## config.mk

```make
export PLATFORM = sky130hd
export DESIGN_NAME = split_every3
export DESIGN_NICKNAME = d
export VERILOG_FILES = /design/src/rtl/split_every3_pkg.sv /design/src/rtl/split_every3_group_buf2.sv /design/src/rtl/split_every3.sv
export SDC_FILE = /design/constraint.sdc
export NUM_CORES = 1
export LEC_CHECK = 0
export BUFFER_PORTS_ARGS = -buffer_cell sky130_fd_sc_hd__buf_2
export CORE_ASPECT_RATIO = 2
export CORE_MARGIN = 1
export CORE_UTILIZATION = 50
export DETAILED_ROUTE_END_ITERATION = 6
export PLACE_DENSITY = 0.73
export SLEW_MARGIN = 15
export SYNTH_ARGS = -nofsm -noshare
export SYNTH_HDL_FRONTEND = slang
export SYNTH_SLANG_ARGS = --single-unit
```

## constraint.sdc

```tcl
create_clock -name clk -period 2.3 [get_ports clk]
set_input_delay 0.345 -clock clk [delete_from_list [all_inputs] [get_ports clk]]
set_output_delay 0.345 -clock clk [all_outputs]
set_load 0.005 [all_outputs]
```

## src/rtl/split_every3_pkg.sv

```systemverilog
// rtl/split_every3_pkg.sv - shared defaults and sample/group types for split_every3
package split_every3_pkg;

    localparam int DEF_DW = 10;
    localparam int DEF_N  = 3;

    typedef logic [DEF_DW-1:0]   sample_t;
    typedef sample_t [DEF_N-1:0] group_t;

endpackage

```

## src/rtl/split_every3_group_buf2.sv

```systemverilog
// rtl/split_every3_group_buf2.sv - two-entry group FIFO feeding the serialiser
//
// Ports:
//   clk, rst      clock, synchronous active-low reset
//   push, wdata   write one packed group (caller guarantees !full)
//   pop           retire the head group (caller guarantees !empty)
//   rdata         head group, slot[rd_ptr]
//   full, empty   occupancy flags derived from cnt
module group_buf2 #(
    parameter int DW = 10,
    parameter int N  = 3
) (
    input  logic            clk,
    input  logic            rst,
    input  logic            push,
    input  logic [N*DW-1:0] wdata,
    input  logic            pop,
    output logic [N*DW-1:0] rdata,
    output logic            full,
    output logic            empty
);

    logic [N*DW-1:0] slot [2];
    logic            wr_ptr;
    logic            rd_ptr;
    logic [1:0]      cnt;

    always_ff @(posedge clk) begin
        if (!rst) begin
            for (int k = 0; k < 2; k++) begin
                slot[k] <= '0;
            end
            wr_ptr <= 1'b0;
            rd_ptr <= 1'b0;
            cnt    <= 2'd0;
        end else begin
            if (push) begin
                slot[wr_ptr] <= wdata;
                wr_ptr       <= ~wr_ptr;
            end
            if (pop) begin
                rd_ptr <= ~rd_ptr;
            end
            // Simultaneous push and pop leaves the count unchanged.
            case ({push, pop})
                2'b10:   cnt <= cnt + 2'd1;
                2'b01:   cnt <= cnt - 2'd1;
                default: cnt <= cnt;
            endcase
        end
    end

    assign rdata = slot[rd_ptr];
    assign full  = (cnt == 2'd2);
    assign empty = (cnt == 2'd0);

endmodule

```

## src/rtl/split_every3.sv

```systemverilog
// rtl/split_every3.sv - replays packed N-sample groups as a serial sample stream
//
// Ports:
//   clk, rst             clock, synchronous active-low reset
//   i_dval, i_rdy, i     group input handshake; element k at i[k*DW +: DW]
//   o_dval, o_rdy, o     sample output handshake, element 0 of each group first
//   o_last               high while o carries element N-1
//   o_ovf                sticky: a group was offered while i_rdy was low
module split_every3
    import split_every3_pkg::*;
#(
    parameter int DW = DEF_DW,
    parameter int N  = DEF_N
) (
    input  logic            clk,
    input  logic            rst,
    input  logic            i_dval,
    output logic            i_rdy,
    input  logic [N*DW-1:0] i,
    output logic            o_dval,
    input  logic            o_rdy,
    output logic [DW-1:0]   o,
    output logic            o_last,
    output logic            o_ovf
);

    localparam int IDX_W = $clog2(N);

    logic                 rdy_en;
    logic [IDX_W-1:0]     idx;
    logic [N*DW-1:0]      head;
    logic [N-1:0][DW-1:0] head_el;
    logic                 full;
    logic                 empty;
    logic                 push;
    logic                 pop;
    logic                 beat;
    logic                 at_last;

    group_buf2 #(
        .DW (DW),
        .N  (N)
    ) u_buf (
        .clk   (clk),
        .rst   (rst),
        .push  (push),
        .wdata (i),
        .pop   (pop),
        .rdata (head),
        .full  (full),
        .empty (empty)
    );

    // Holds i_rdy low through reset and the edge that releases it, so
    // readiness is a pure function of registered state.
    always_ff @(posedge clk) begin
        if (!rst) begin
            rdy_en <= 1'b0;
        end else begin
            rdy_en <= 1'b1;
        end
    end

    assign i_rdy   = rdy_en && !full;
    assign push    = i_dval && i_rdy;
    assign o_dval  = !empty;
    assign at_last = (idx == IDX_W'(N - 1));
    assign beat    = o_dval && o_rdy;
    assign pop     = beat && at_last;
    assign head_el = head;
    assign o       = head_el[idx];
    assign o_last  = o_dval && at_last;

    always_ff @(posedge clk) begin
        if (!rst) begin
            idx <= '0;
        end else if (beat) begin
            idx <= at_last ? '0 : idx + IDX_W'(1);
        end
    end

    // Only a full buffer counts as overflow; the reset-recovery cycle,
    // where i_rdy is also low, does not.
    always_ff @(posedge clk) begin
        if (!rst) begin
            o_ovf <= 1'b0;
        end else if (i_dval && rdy_en && full) begin
            o_ovf <= 1'b1;
        end
    end

endmodule

```

; ---- After elaboration in Yosys (flattened, before gate mapping)
; Memory sizes are Yosys's and may differ from the RTL's. A register that Yosys moved wholly into a read port is not among the register bits.
; Cells that the tools add are included.
[word_totals]
elab_cells = 43
output_inout_bits = 14
input_bits = 34
ram_bits = 60
reg_bits = 8
n_memories = 1
[memory_table]
columns = name, depth, width, read_ports, rd_clocked_by_memory_dff, wr, line
row1 = u_buf.slot, 2, 30, 1, 1, 2, split_every3_group_buf2.sv:23  ; logic [N*DW-1:0] slot [2];
[classes]
bitwise = 2
add_sub_neg = 3
magnitude_cmp = 1
n_eq_ne = 4
n_reduce_logical = 12
n_mux = 14
[ops]
columns = cell, count
row1 = $mux W30, 1
row2 = $reduce_or A30 Y1, 1
row3 = $bmux W10 S2, 1
row4 = $mux W10, 1
row5 = $mux W1, 9
row6 = $logic_and A1 B1 Y1, 7
row7 = $eq A2 B2 Y1 const B, 3
row8 = $add A2 B1 Y2 const B, 2
row9 = $pmux W2 S2, 1
row10 = $lt A2 B3 Y1 const B, 1
row11 = $eq A2 B1 Y1 const B, 1
row12 = $logic_not A1 Y1, 2
row13 = $logic_not A2 Y1, 1
row14 = $mux W2, 1
row15 = $not A1 Y1, 2
row16 = $reduce_bool A2 Y1, 1
row17 = $sub A2 B1 Y2 const B, 1

; ---- Longest topological paths before layout
[depth]
depth_word = 9
mapped_depth = 8
depth_no_buf = 6

; ---- By module
; A second synthesis with hierarchy kept.
[unflattened]
cells_unflattened = 269
area_unflattened_um2 = 3139.3
[by_module_without_submodules]
columns = module, seq_area_each_um2, instances, cells_per_inst, area_each_um2
row1 = group_buf2, 1901.8, 1, 217, 2755.1
row2 = split_every3, 80.1, 1, 52, 384.1

; ---- Worst setup path after synthesis
; OpenSTA, ideal clock, no wires.
[synth_timing]
kind = flip-flop to flip-flop
start = register u_buf.cnt[1]
end = memory u_buf.slot[1][0] (netlist bit), enable pin
arrival_ns = 1.572
stages_incl_launch_ff = 4
path_buffers = 0
slack_ns = 0.337
setup_ns = 0.392
required_ns = 1.908
synth_period_minus_slack_ns = 1.963
cell_sequence = dfxtp_1 > nor2b_2 > and4bb_1 > nand2b_1
[synth_lines]
columns = element, line
row1 = from (decl), split_every3_group_buf2.sv:26  ; logic [1:0] cnt;
row2 = from (signal assigned), split_every3_group_buf2.sv:46  ; 2'b10: cnt <= cnt + 2'd1;
row3 = from (signal assigned), split_every3_group_buf2.sv:47  ; 2'b01: cnt <= cnt - 2'd1;
row4 = from (signal assigned), split_every3_group_buf2.sv:48  ; default: cnt <= cnt;
row5 = to (decl), split_every3_group_buf2.sv:23

; ---- Worst setup path in the final report
[layout_timing]
start = register idx[0]
end = output port o[1]
[layout_between]
elab_chain_len = 2
[layout_rtl]
columns = element, line
row1 = from (decl), split_every3.sv:30  ; logic [IDX_W-1:0] idx;
row2 = from (signal assigned), split_every3.sv:78  ; idx <= at_last ? '0 : idx + IDX_W'(1);
row3 = $bmux W10 S2, split_every3.sv:71  ; assign o = head_el[idx];
row4 = $mux W10 (implied by the code), split_every3.sv:71
row5 = to (decl), split_every3.sv:22  ; output logic [DW-1:0] o,
; Every way passes these cells. The select of a mux whose other input is x is not followed.

==> metrics <==
GR Util All Layers 19.8%; Synth Area in Adders 0.394%; post-DP HPWL 3820 um; pins over their slew limit 0; number of global-route vias before repair 2072; setup TNS 0 ns; Final Total Pwr 3070 uW; number of remaining DRC errors 0; GR Overflow Total 0; non-filler cells, final 383; Avg WL per Cell 15.1 um; PostCTS Resize Cnt 0; layout cells sized above 1 32.1%; Initial Util 52.5%; antenna-violating nets left 0; Simple-Gate Fraction of Synth Area 19.0%; placed cells 367; root buffer cell clkbuf_16; maximum net fanout on the critical path 12; Synth Area in XOR/XNOR 0.551%; max_slew headroom 73.6%; I/O Buffers 47; Final Wtd Congestion 0.761; die area 6700 sq um; Worst Skew 0.00261 ns; slowest cell on the critical path mux2_2; Final nets 329; Worst path top cell family by delay buffers and inverters; n_diodes 0; setup violators final 0; largest family of logic cells by synthesized area simple AND/OR/NAND/NOR gates; leak pwr 0.00153 uW; Worst-Skew Late Latency 0.33 ns; largest net degree at the start of global routing 31; min cycle time layout 2.08 ns; max cap viols 0; post-synthesis mux area share 7.72%; clock buffer depth 2; Mapped Cells 243; crit share post-route 90.6%; yosys warns 0; Netlist Area Pre-Place 3180 sq um; outcome completed; syn_nets 278; critical path class flop to output pin; Area Growth Syn to Fin 20.0%; vias per inst 5.25; final WL 5770 um; Peak VDD IR 0.541 mV; hold buffer count at CTS 0; die width 58.4 um; post-layout util 63.0%; DR vias 2011; biggest cell delay along the critical path 0.36 ns; CTS tree yes; Hold Vio Cnt, Final 0; Critical Path, Cell by Cell buf_4 -> mux2_2 -> a221oi_1 -> a31oi_1 -> buf_2; initial antenna violation count 0; DRT Pass-1 Iters 4; die height 115 um; register area share after synthesis 62.4%; clk slew on worst S/H paths 0.05 ns; slew of the pin with the lowest slew margin 0.396 ns; critical path data arrival time 1.74 ns; achievable frequency 480 MHz; Synth Area per Inst 13.1 sq um; TritonCTS Buffers 9; starting DRC count in detailed routing 44; FF+latch count, synth 69; Hold Path Class input port to flop; H-tree levels 3; Worst setup EP type output pin; post-synthesis compound-gate area fraction 6.38%; CP Launch Type flop; synth unique cells 30; first-pass GRT wire length 9470 um; Core ar. 6060 sq um; Post-CTS Repair Setup Buffers 0; Power Density 804 nW/um^2; RSZ-0062 raised after global routing false; Worst EP required 1.96 ns; clk sinks 69; I/O pin count 48; count of buffer and inverter cells on the critical path 2; FP Rows 40
cells by family (layout without fill, tap and decap cells):
| logic type | after synthesis | after routing |
|---|---|---|
| AOI/OAI and AO/OA | 28 | 28 |
| xor gates and xnor gates | 2 | 2 |
| adders and majority gates | 1 | 1 |
| buffers and inverters | 18 | 74 |
| DFF | 69 | 69 |
| muxes | 22 | 22 |
| and+or+nand+nor | 103 | 103 |
worst reg2reg max path: cells and delay by family, from the launching register on:
kind | cells | cell delay [ns]
flops | 1 | 0.36
fa+ha+maj | 1 | 0.33
simple gates | 3 | 0.90
compound gates | 1 | 0.16
final timing paths:
path	from	end	slack [ns]	cells past startpoint
setup / recovery	idx[0]	o[1]	0.22	5
hold / removal	rst	rdy_en	0.27	1
setup reg to reg	u_buf.cnt[0]	u_buf.cnt[1]	0.47	5
hold reg to reg	o_ovf	o_ovf	0.46	1
where the power goes:
group          internal (uW)  total (uW)  switching [uW]
Clock                    915        1390             471
Combinational            116         230             115
Sequential              1430        1450            20.5
Total                   2460        3070             606
layer usage:
layer	part of all wire (%)	up-vias	GRT usage, %
li1	-	975	-
met1	38	985	19.9
met2	56	40	36.5
met3	3.7	11	4.95
met4	2.5	0	10.2
met5	0	-	0
synthesized netlist by cell type (all sizes together):
master | count | area, sq um
or3 | 3 | 18.8
buf | 11 | 86.3
o21ai | 3 | 15.0
inv | 1 | 3.75
nand2 | 25 | 93.8
and4bb | 1 | 12.5
clkbuf | 6 | 23.8
nand3 | 1 | 5.00
nand2b | 3 | 18.8
a21boi | 4 | 30.0
a221oi | 10 | 87.6
nor4b | 1 | 23.8
and3 | 1 | 6.26
dfxtp | 9 | 180
nor2b | 2 | 15.0
ha | 1 | 12.5
and2 | 63 | 394
xnor2 | 2 | 17.5
o21a | 1 | 7.51
a31oi | 10 | 62.6
edfxtp | 60 | 1800
nand4 | 1 | 6.26
or2 | 1 | 6.26
mux2 | 20 | 225
nor2 | 1 | 3.75
mux2i | 2 | 20.0
cell type report:
cell class | instances | area, sq um
sequential | 69 | 1980
timing repair buffer | 57 | 323
fill | 509 | 2240
clock inverter | 2 | 10.0
clock buffer | 14 | 307
inverter | 1 | 3.75
multi-input combinational | 156 | 1080
tap | 84 | 105
stage by stage:
| step | hold slack [ns] | cell area [sq um] | setup slack [ns] |
|---|---|---|---|
| 2_1_floorplan | 0.373 | 3180 | 0.337 |
| 3_3_place_gp | 0.450 | 3500 | 0.551 |
| 3_5_place_dp | 0.455 | 3500 | 0.498 |
| 4_1_cts | 0.251 | 3810 | 0.189 |
| 5_1_grt | 0.269 | 3810 | 0.0936 |
| 6_report | 0.267 | 3810 | 0.217 |
cell usage in the layout (no fill, tap or decap), types with 9 or more instances in the layout:
cell type and instances:
and2_1 63, edfxtp_1 60, buf_2 47, nand2_1 25, mux2_2 20, clkbuf_16 11, a221oi_1 10, a31oi_1 10
dfxtp_1 9, buf_4 9
sequential cells by signal (all words and copies together), names as in the netlist, named ones only:
signal	cells
idx	2
u_buf.rd_ptr	1
u_buf.slot	60
o_ovf	1
u_buf.wr_ptr	1
rdy_en	1
u_buf.cnt	2
No activity file was read; power rests on OpenSTA's default activity.
